File: config.mk
export PLATFORM = sky130hd
export DESIGN_NAME = microwave_timer
export DESIGN_NICKNAME = d
export VERILOG_FILES = /design/src/rtl/microwave_timer.sv
export SDC_FILE = /design/constraint.sdc
export NUM_CORES = 1
export LEC_CHECK = 0
export CAP_MARGIN = 0
export CORE_MARGIN = 3
export CORE_UTILIZATION = 46
export CTS_CLUSTER_DIAMETER = 80
export DETAILED_ROUTE_END_ITERATION = 12
export MAX_ROUTING_LAYER = met4
export PLACE_DENSITY = 0.82
export SYNTH_ARGS = -nofsm -noshare
export SYNTH_HDL_FRONTEND = slang
export SYNTH_SLANG_ARGS = --single-unit
File: constraint.sdc
create_clock -name clock -period 2.3 [get_ports clock]
set_input_delay 0.23 -clock clock [delete_from_list [all_inputs] [get_ports clock]]
set_output_delay 0.23 -clock clock [all_outputs]
set_load 0.01 [all_outputs]
File: src/rtl/microwave_timer.sv
// Three-digit BCD (M:ST) countdown timer: keypad digits shift in from the right
// while idle, and the count steps down once per prescaled tick while enabled.
module microwave_timer #(
    parameter int TICKS_PER_SEC = 1
) (
    input  logic       clock,
    input  logic       clearn,
    input  logic [3:0] number,
    input  logic       loadn,
    input  logic       enable,
    output logic [3:0] sec_ones,
    output logic [3:0] sec_tens,
    output logic [3:0] mins,
    output logic       zero
);

    localparam int PW = (TICKS_PER_SEC > 1) ? $clog2(TICKS_PER_SEC) : 1;
    localparam logic [PW-1:0] PRESC_LAST = PW'(TICKS_PER_SEC - 1);

    typedef struct packed {
        logic [3:0] m;
        logic [3:0] t;
        logic [3:0] o;
    } digits_t;

    // One-second BCD borrow chain; 0:00 is a fixed point so the count never wraps.
    function automatic digits_t bcd_dec(input digits_t d);
        digits_t r;
        r = d;
        if (d.o != 4'd0) begin
            r.o = d.o - 4'd1;
        end else if (d.t != 4'd0) begin
            r.o = 4'd9;
            r.t = d.t - 4'd1;
        end else if (d.m != 4'd0) begin
            r.o = 4'd9;
            r.t = 4'd5;
            r.m = d.m - 4'd1;
        end
        return r;
    endfunction

    function automatic digits_t shift_in(input digits_t d, input logic [3:0] n);
        digits_t r;
        r.m = d.t;
        r.t = d.o;
        r.o = n;
        return r;
    endfunction

    digits_t        cnt_q;
    digits_t        cnt_d;
    logic [PW-1:0]  presc_q;
    logic [PW-1:0]  presc_d;
    logic           loadn_q;
    logic           load_evt;
    logic           load_ok;
    logic           at_zero;

    assign at_zero  = (cnt_q == '0);
    assign load_evt = ~loadn & loadn_q;
    // Loads are only honoured while idle and only for valid BCD digits.
    assign load_ok  = load_evt & ~enable & (number <= 4'd9);

    always_comb begin
        cnt_d   = cnt_q;
        presc_d = presc_q;
        if (load_ok) begin
            cnt_d = shift_in(cnt_q, number);
        end else if (enable) begin
            if (at_zero) begin
                presc_d = '0;
            end else if (presc_q == PRESC_LAST) begin
                presc_d = '0;
                cnt_d   = bcd_dec(cnt_q);
            end else begin
                presc_d = presc_q + PW'(1);
            end
        end
    end

    always_ff @(posedge clock or negedge clearn) begin
        if (!clearn) begin
            cnt_q   <= '0;
            presc_q <= '0;
            loadn_q <= 1'b1;
        end else begin
            cnt_q   <= cnt_d;
            presc_q <= presc_d;
            loadn_q <= loadn;
        end
    end

    assign mins     = cnt_q.m;
    assign sec_tens = cnt_q.t;
    assign sec_ones = cnt_q.o;
    assign zero     = at_zero;

endmodule

==> impl_metrics.yaml, run 1 <==
cells_and_area:
  syn_to_final_growth_pct: 39.0
  fillCellCount: 116
  multi_input_area_sq_um: 448
  fin_nets: 125
  antenna_cells: 0
  final-seq-area_sq_um: 327
  drive_above_1_share: 0.158
run_status:
  status: "finished clean"
setup_path:
  endpoint: "sec_tens[2]"
  cp.arrival_ps: 2260
  r2r_cells: 4
  worst_setup_path_end_kind: "flip-flop"
  crit_type: "flip-flop to flip-flop"
  cp_data_required_time_ps: 2500
  reg2reg_from: "sec_ones[1]"
  critical_path.max_fanout: 8
  startpoint: "sec_ones[1]"
  reg2reg_slack_ps: 230
  worstSetupStartpointType: "flip-flop"
  reg2reg_to: "sec_tens[2]"
die:
  coreArea_sq_um: 1540
  pin_count: 21
  die_w_um: 47.1
  start_util: 0.504
  fp-row-count: 14
  die_area_sq_um: 2220
  dieHeight_um: 47.1
grt:
  grt_use_met3: 0.0460
  top_usage_layer: "met2"
  use_met1: 0.261
  antenna_found_initial: 0
  grt_first_pass_wirelength_mm: 2.99
  gr-total-overflow: 0
  met2_usage: 0.306
  grt_pass1_vias: 682
  grt_max_degree: 14
  grt_usage: 0.199
timing:
  clock.fmax_mhz: 484
  slew_viol_final: 0
  fin_crit_sh: 0.898
  grt_setup_unrepaired: "false"
  finalCriticalPeriod_ps: 2070
  finalHoldViolCount: 0
  worstMarginPinSlew_ps: 591
  relSlewSlack: 0.605
  finalWorstSetupSlack_ps: 235
  setup_viol: 0
  finalSetupTns_ps: 0
  skew_ps: 7.04
power_and_ir_drop:
  power.leakage_nw: 0.444
  p_per_area_nw_per_um2: 1170
  ir_worst_vdd_uv: 532
synthesis:
  synthTopCellsByCount: "nand2_1, dfrtp_1, o21ai_0"
  synth.ff_latch_count: 13
  synthTopCellsByArea: "dfrtp_1, nand2_1, o21ai_0"
  avgSynthCellArea_sq_um: 9.03
  synth_edf_count: 0
  synth_flop_cell: "dfrtp_1"
  synth_top_area_cell: "dfrtp_1"
  synth_cell_type_count: 32
  yosys.cell_count.top_type: "nand2_1"
  synthCells: 86
  synth_top_area_frac: 0.386
  synth_seq_area_share: 0.420
  synth_fp_nets: 96
  yosysWarnings: 0
  ys_async_sr_fraction: 1.00
  netlist_area_sq_um: 777
cts:
  post_cts_buffers: 0
  root_buffer: "clkbuf_4"
  htree_num_levels: 1
  clock-sinks: 13
  path_clk_slew_ps: 90
  cts_tree: "yes"
  numCtsBuffers: 3
  clock_latency_ps: 280
  clockBufferDepth: 2
routing:
  viasPerCell: 5.90
  vias: 767
  wl_per_cell_um: 13.9
  drc: 0
  antenna_left: 0
  first_iter_violations: 12
  drt-total-wl_mm: 1.81
  drt_first_pass_iters: 4
place:
  place_ws_ps: 69.3
  port_buffers: 20
  place_congestion: 0.853
  hpwlAfterDp_mm: 1.35
run:
  max-cap-violations: 0
worst_hold_path:
  hp-class: "input pin to async pin"
==> per-layer routing <==
| metal | routed length, um | vias to the layer above |
|---|---|---|
| met5 | 0 | - |
| met4 | 0 | 0 |
| met3 | 83 | 0 |
| met2 | 852 | 19 |
| met1 | 869 | 372 |
| li1 | - | 376 |
==> final cells by class <==
class	instances	share of cell area
multi-input cells	68	0.415
repair buffers	26	0.229
well taps	16	0.0185
clock buffers	4	0.0243
flip-flops and latches	13	0.302
inverters	3	0.0104
==> critical path: stages, from the launching register on <==
cell and delay [ps]:
dfrtp_1 470, or3b_4 440, or4_4 420, or4b_1 480, a31oi_1 160
==> cells in the final DEF (no fill, tap or decap), types with 2 or more instances in the layout <==
| master | n |
|---|---|
| xnor2_1 | 4 |
| nand2_1 | 14 |
| ha_1 | 2 |
| dfrtp_1 | 12 |
| nor2_1 | 5 |
| a21oi_1 | 2 |
| o211ai_1 | 2 |
| or4_1 | 2 |
| or4_4 | 2 |
| inv_1 | 3 |
| nor4b_1 | 2 |
| nor4_1 | 2 |
| o21ai_0 | 10 |
| clkbuf_4 | 3 |
| clkdlybuf4s50_1 | 19 |
| buf_4 | 6 |
| and2_1 | 2 |
| nand3_1 | 2 |
==> report_power, final <==
group	leakage, nW	internal (mW)	switching [mW]
Combinational	0.270	0.374	0.263
Clock	0.0150	0.0672	0.0780
Sequential	0.159	0.326	0.152
Total	0.444	0.767	0.493
==> stage by stage <==
stage | power (mW) | utilization | instance area (sq um) | std cells | hold WS (ps)
6_report | 1.26 | 0.700 | 1080 | 130 | 318
4_1_cts | 1.25 | 0.693 | 1070 | 130 | 333
5_1_grt | 1.37 | 0.700 | 1080 | 130 | 350
3_5_place_dp | 1.09 | 0.670 | 1030 | 126 | 578
3_3_place_gp | 1.08 | 0.670 | 1030 | 126 | 561
2_1_floorplan | 0.767 | - | 777 | 86 | -65.6
==> cells by family after synthesis <==
kind of cell               share of synthesized area
and+or+nand+nor                                0.291
AOI/OAI and AO/OA                              0.172
DFF                                            0.420
buffers and inverters                         0.0258
xor gates and xnor gates                      0.0451
adders and majority gates                     0.0322
muxes                                         0.0129
==> repair_timing <==
item | in CTS | in global routing
gates resized for setup | 2 | 3
hold buffers | 0 | 0
endpoints found under the setup margin | 1 | 1
==> state kept, by name, summed over array words and instances (netlist names) <==
signal / count
mins: 4
sec_ones: 4
sec_tens: 4
loadn_q: 1
==> worst min path at each step <==
| stage | startpoint | end | slack, ps | depth (start not counted) |
|---|---|---|---|---|
| after detailed placement | mins[1] | mins[1] | 580 | 2 |
| final | clearn | mins[1] | 320 | 1 |
| after global routing | clearn | mins[1] | 350 | 1 |
| after global placement | mins[1] | mins[1] | 560 | 2 |
| after CTS | clearn | mins[1] | 330 | 1 |
| after floorplan | clearn | mins[0] | -70 | 0 |
No activity file was read; power rests on OpenSTA's default activity.
==> inputs of run 2 (changes only) <==
--- a/config.mk
+++ b/config.mk
@@ -12,6 +12,7 @@
 export DETAILED_ROUTE_END_ITERATION = 12
 export MAX_ROUTING_LAYER = met4
 export PLACE_DENSITY = 0.82
+export RECOVER_POWER = 25
 export SYNTH_ARGS = -nofsm -noshare
 export SYNTH_HDL_FRONTEND = slang
 export SYNTH_SLANG_ARGS = --single-unit
==> run 2 against run 1 <==
  * Via count grew 0.52%
  * Flip-flop and latch count unchanged
  * Die area unchanged
  * Critical path depth is the same
  * Global-route usage did not move
  * Register-to-register slack about the same
  * Cell area is the same
  * Cell count did not move
  * Clock skew about the same
  * Total power decreased by 0.14%
  * Non-clock buffer count unchanged
  * Core utilization did not move
  * Critical path type unchanged
  * Critical endpoint unchanged
==> impl_metrics.yaml, run 2 (synthesis gave the netlist of run 1 again) <==
grt:
  gr-total-overflow: 0
  grt_pass1_vias: 682
  grt_max_degree: 14
  grt_first_pass_wirelength_mm: 2.99
  antenna_found_initial: 0
  grt_usage: 0.199
power_and_ir_drop:
  p_per_area_nw_per_um2: 1170
  ir_worst_vdd_uv: 531
  power.leakage_nw: 0.444
die:
  dieHeight_um: 47.1
  coreArea_sq_um: 1540
  die_area_sq_um: 2220
  fp-row-count: 14
  pin_count: 21
  die_w_um: 47.1
  start_util: 0.504
routing:
  vias: 771
  drt_first_pass_iters: 4
  viasPerCell: 5.93
  drt-total-wl_mm: 1.80
  first_iter_violations: 12
  wl_per_cell_um: 13.9
  antenna_left: 0
  drc: 0
timing:
  clock.fmax_mhz: 484
  finalCriticalPeriod_ps: 2070
  finalWorstSetupSlack_ps: 235
  finalSetupTns_ps: 0
  setup_viol: 0
  grt_setup_unrepaired: "false"
  worstMarginPinSlew_ps: 596
  relSlewSlack: 0.601
  skew_ps: 6.93
  fin_crit_sh: 0.898
  finalHoldViolCount: 0
  slew_viol_final: 0
place:
  placedCellCount: 126
  place_congestion: 0.853
  place_area_sq_um: 1030
  place_ws_ps: 69.3
  port_buffers: 20
  hpwlAfterDp_mm: 1.35
setup_path:
  cp_data_required_time_ps: 2500
  worst_setup_path_end_kind: "flip-flop"
  startpoint: "sec_ones[1]"
  critical_path.max_fanout: 8
  cp.arrival_ps: 2260
  reg2reg_from: "sec_ones[1]"
  crit_type: "flip-flop to flip-flop"
  worstSetupStartpointType: "flip-flop"
cts:
  numCtsBuffers: 3
  cts_tree: "yes"
  root_buffer: "clkbuf_4"
  holdBufCountCts: 0
  htree_num_levels: 1
  post_cts_buffers: 0
  clockBufferDepth: 2
  clock_latency_ps: 280
  path_clk_slew_ps: 90
  clock-sinks: 13
run:
  max-cap-violations: 0
cells_and_area:
  final_cell_mix: "clkdlybuf4s50_1, nand2_1, dfrtp_1, o21ai_0, buf_4"
  fillCellCount: 116
  syn_to_final_growth_pct: 39.0
  antenna_cells: 0
  layout.cells.non_filler: 130
  final_common_cell: "clkdlybuf4s50_1"
  fin_nets: 125
  drive_above_1_share: 0.158
  fin_area_sq_um: 1080
run_status:
  status: "finished clean"
worst_hold_path:
  hp-class: "input pin to async pin"
## run 2: critical path, stage by stage, from the launching register on
cell and delay, ps:
dfrtp_1 470, or3b_4 440, or4_4 420, or4b_1 480, a31oi_1 160
## run 2: final timing paths
path	slack, ps	cells past startpoint	to
max in group asynchronous	1520	1	sec_tens[1]
min	390	1	mins[1]
min in group clock	520	3	sec_ones[1]
min reg2reg	590	2	mins[1]
max	230	4	sec_tens[2]
max reg2reg	230	4	sec_tens[2]
## run 2: timing repair
item,in CTS,in global routing
pin swaps,0,0
resized for setup,2,3
setup endpoints to repair,1,1
hold endpoints to repair,0,0
## run 2: layout make-up
type	count	area, sq um	area share
Clock buffer	4	26.3	0.0243
Timing Repair Buffer	26	248	0.229
Tap cell	16	20.0	0.0185
Inverter	3	11.3	0.0104
Sequential cell	13	327	0.302
Multi-Input combinational cell	68	448	0.415
## run 2: layer usage
layer	wire length, um	GRT usage	vias up	share of wire
li1	-	-	376	-
met1	846	0.261	372	0.47
met2	860	0.306	23	0.48
met3	94	0.0460	0	0.052
met4	0	0.0497	0	0
met5	0	-	-	0
## run 2: where the power goes
part	switching [mW]	total, mW	internal [mW]
registers	0.152	0.477	0.326
logic	0.262	0.636	0.373
clock network	0.0780	0.145	0.0672
total	0.492	1.26	0.766
## run 2: per-stage QoR
| stage | power (mW) | hold slack [ps] | util |
|---|---|---|---|
| 6_report | 1.26 | 388 | 0.700 |
| 2_1_floorplan | 0.767 | -65.6 | - |
| 3_5_place_dp | 1.09 | 578 | 0.670 |
| 3_3_place_gp | 1.08 | 561 | 0.670 |
| 5_1_grt | 1.36 | 420 | 0.700 |
| 4_1_cts | 1.25 | 333 | 0.693 |
==> variant, RTL diff (flow settings as in run 2) <==
Put a register stage on the outputs `sec_ones`, `sec_tens`, `mins` and `zero`, with the module's reset. The values now appear one clock later.
--- a/src/rtl/microwave_timer.sv
+++ b/src/rtl/microwave_timer.sv
@@ -91,10 +91,19 @@
         end
     end
 
-    assign mins     = cnt_q.m;
-    assign sec_tens = cnt_q.t;
-    assign sec_ones = cnt_q.o;
-    assign zero     = at_zero;
+    always_ff @(posedge clock or negedge clearn) begin
+        if (!clearn) begin
+            sec_ones <= '0;
+            sec_tens <= '0;
+            mins     <= '0;
+            zero     <= '0;
+        end else begin
+            sec_ones <= cnt_q.o;
+            sec_tens <= cnt_q.t;
+            mins     <= cnt_q.m;
+            zero     <= at_zero;
+        end
+    end
 
 endmodule
 
Formal check against the unedited RTL: not equivalent (a bounded check fails within 4 cycles, from zero or initial values).
==> variant against run 2 <==
Clock skew up 0.00082 ns. Core utilization is 8.1 points lower. Largest cell class is now flip-flops and latches. Total power grew 25%. Cell area increased by 29%. Global-route usage fell by 2.8 points. Synthesized area is 43% higher. Sequential power increased by 67%. Critical path depth unchanged. Sequential cell count increased by 13. Highest routed layer is now met4. Routed wire length increased by 20%. Setup slack better by 0.032 ns. First-iteration DRC count increased by 100%. Hold slack better by 0.058 ns. Largest power group is now registers. Combinational power shrank 13%.
==> variant: results (changes against run 2) <==
Largest net degree at the start of global routing: 27 (+13)
Layout Skew: 0.007749 ns (+0.0008209 ns)
# rows: 17 (+3)
Clk Latency, worst-skew pair: 0.32 ns (+0.04 ns)
Netlist cell types: 40 (+25%)
Share of cells above drive strength 1: 10.74% (-5.0 points)
Signal buf overhead: 16.20% (-6.7 points)
Hold slack final: 0.4457 ns (+0.05768 ns)
Synth Instances: 95 (+10%)
Worst slew margin: 12.19% (-48 points)
Design Power: 1575 uW (+25%)
Mux share of post-synthesis cell area: 1.017% (-0.27 points)
Vias in the first global route: 823 (+21%)
Max rail drop VDD: 0.5487 mV (+3.3%)
Area of the multi-input gates: 429.2 um2 (-4.2%)
GRT Total Usage: 17.05% (-2.8 points)
Outcome: finished, final reports clean
Worst path slowest cell: or4_4
Worst setup path end: cnt_q[6]
Data arrival, critical path: 2.29 ns (+0.03 ns)
Top cells by area, synth: dfrtp_1 56%, dfstp_2 2.4%, nand2_1 2.4%
Detailed Route WL: 2165 um (+20%)
Hold Crit Class: flip-flop to flip-flop
Xor/xnor share of the synthesized area: 1.582% (-2.9 points)
Clk pwr: 227 uW (+57%)
Count of cells resized by post-cts repair: 0 (-2)
Dpl cell area: 1365 um2 (+32%)
First-pass GRT wire length: 3546 um (+19%)
#MultiIn Comb: 62 (-8.8%)
CTS sink cnt: 26 (+13)
Sequential cell area fraction in the yosys report: 58.87% (+17 points)
[variant: stage by stage]
step / util [%] / setup slack, ns
after floorplan: - / 0.4139
after global placement: 60.54 / 0.3488
after detailed placement: 60.54 / 0.2568
after CTS: 62.15 / 0.2697
after global routing: 61.99 / 0.2132
final: 61.99 / 0.2669
[variant: cell families after synthesis]
logic type	count (synthesis)
AND/OR/NAND/NOR	30
buffers and inverters	7
AO/OA/AOI/OAI	27
multiplexers	1
flip-flops	26
adder cells (fa/ha/maj)	2
XOR/XNOR	2
[variant: worst reg2reg max path, delay by kind of cell, from the launching register on]
kind               cells  cell delay (ns)
AOI/OAI and AO/OA      1             0.15
and+or+nand+nor        3             1.33
DFF                    1             0.48
[variant: metal layers]
| metal | up-vias | routed length, um | GRT usage, % |
|---|---|---|---|
| met2 | 27 | 1083 | 28.15 |
| met1 | 411 | 961 | 19.15 |
| met3 | 3 | 88 | 3.753 |
| met5 | - | 0 | - |
| met4 | 0 | 32 | 9.312 |
| li1 | 403 | - | - |
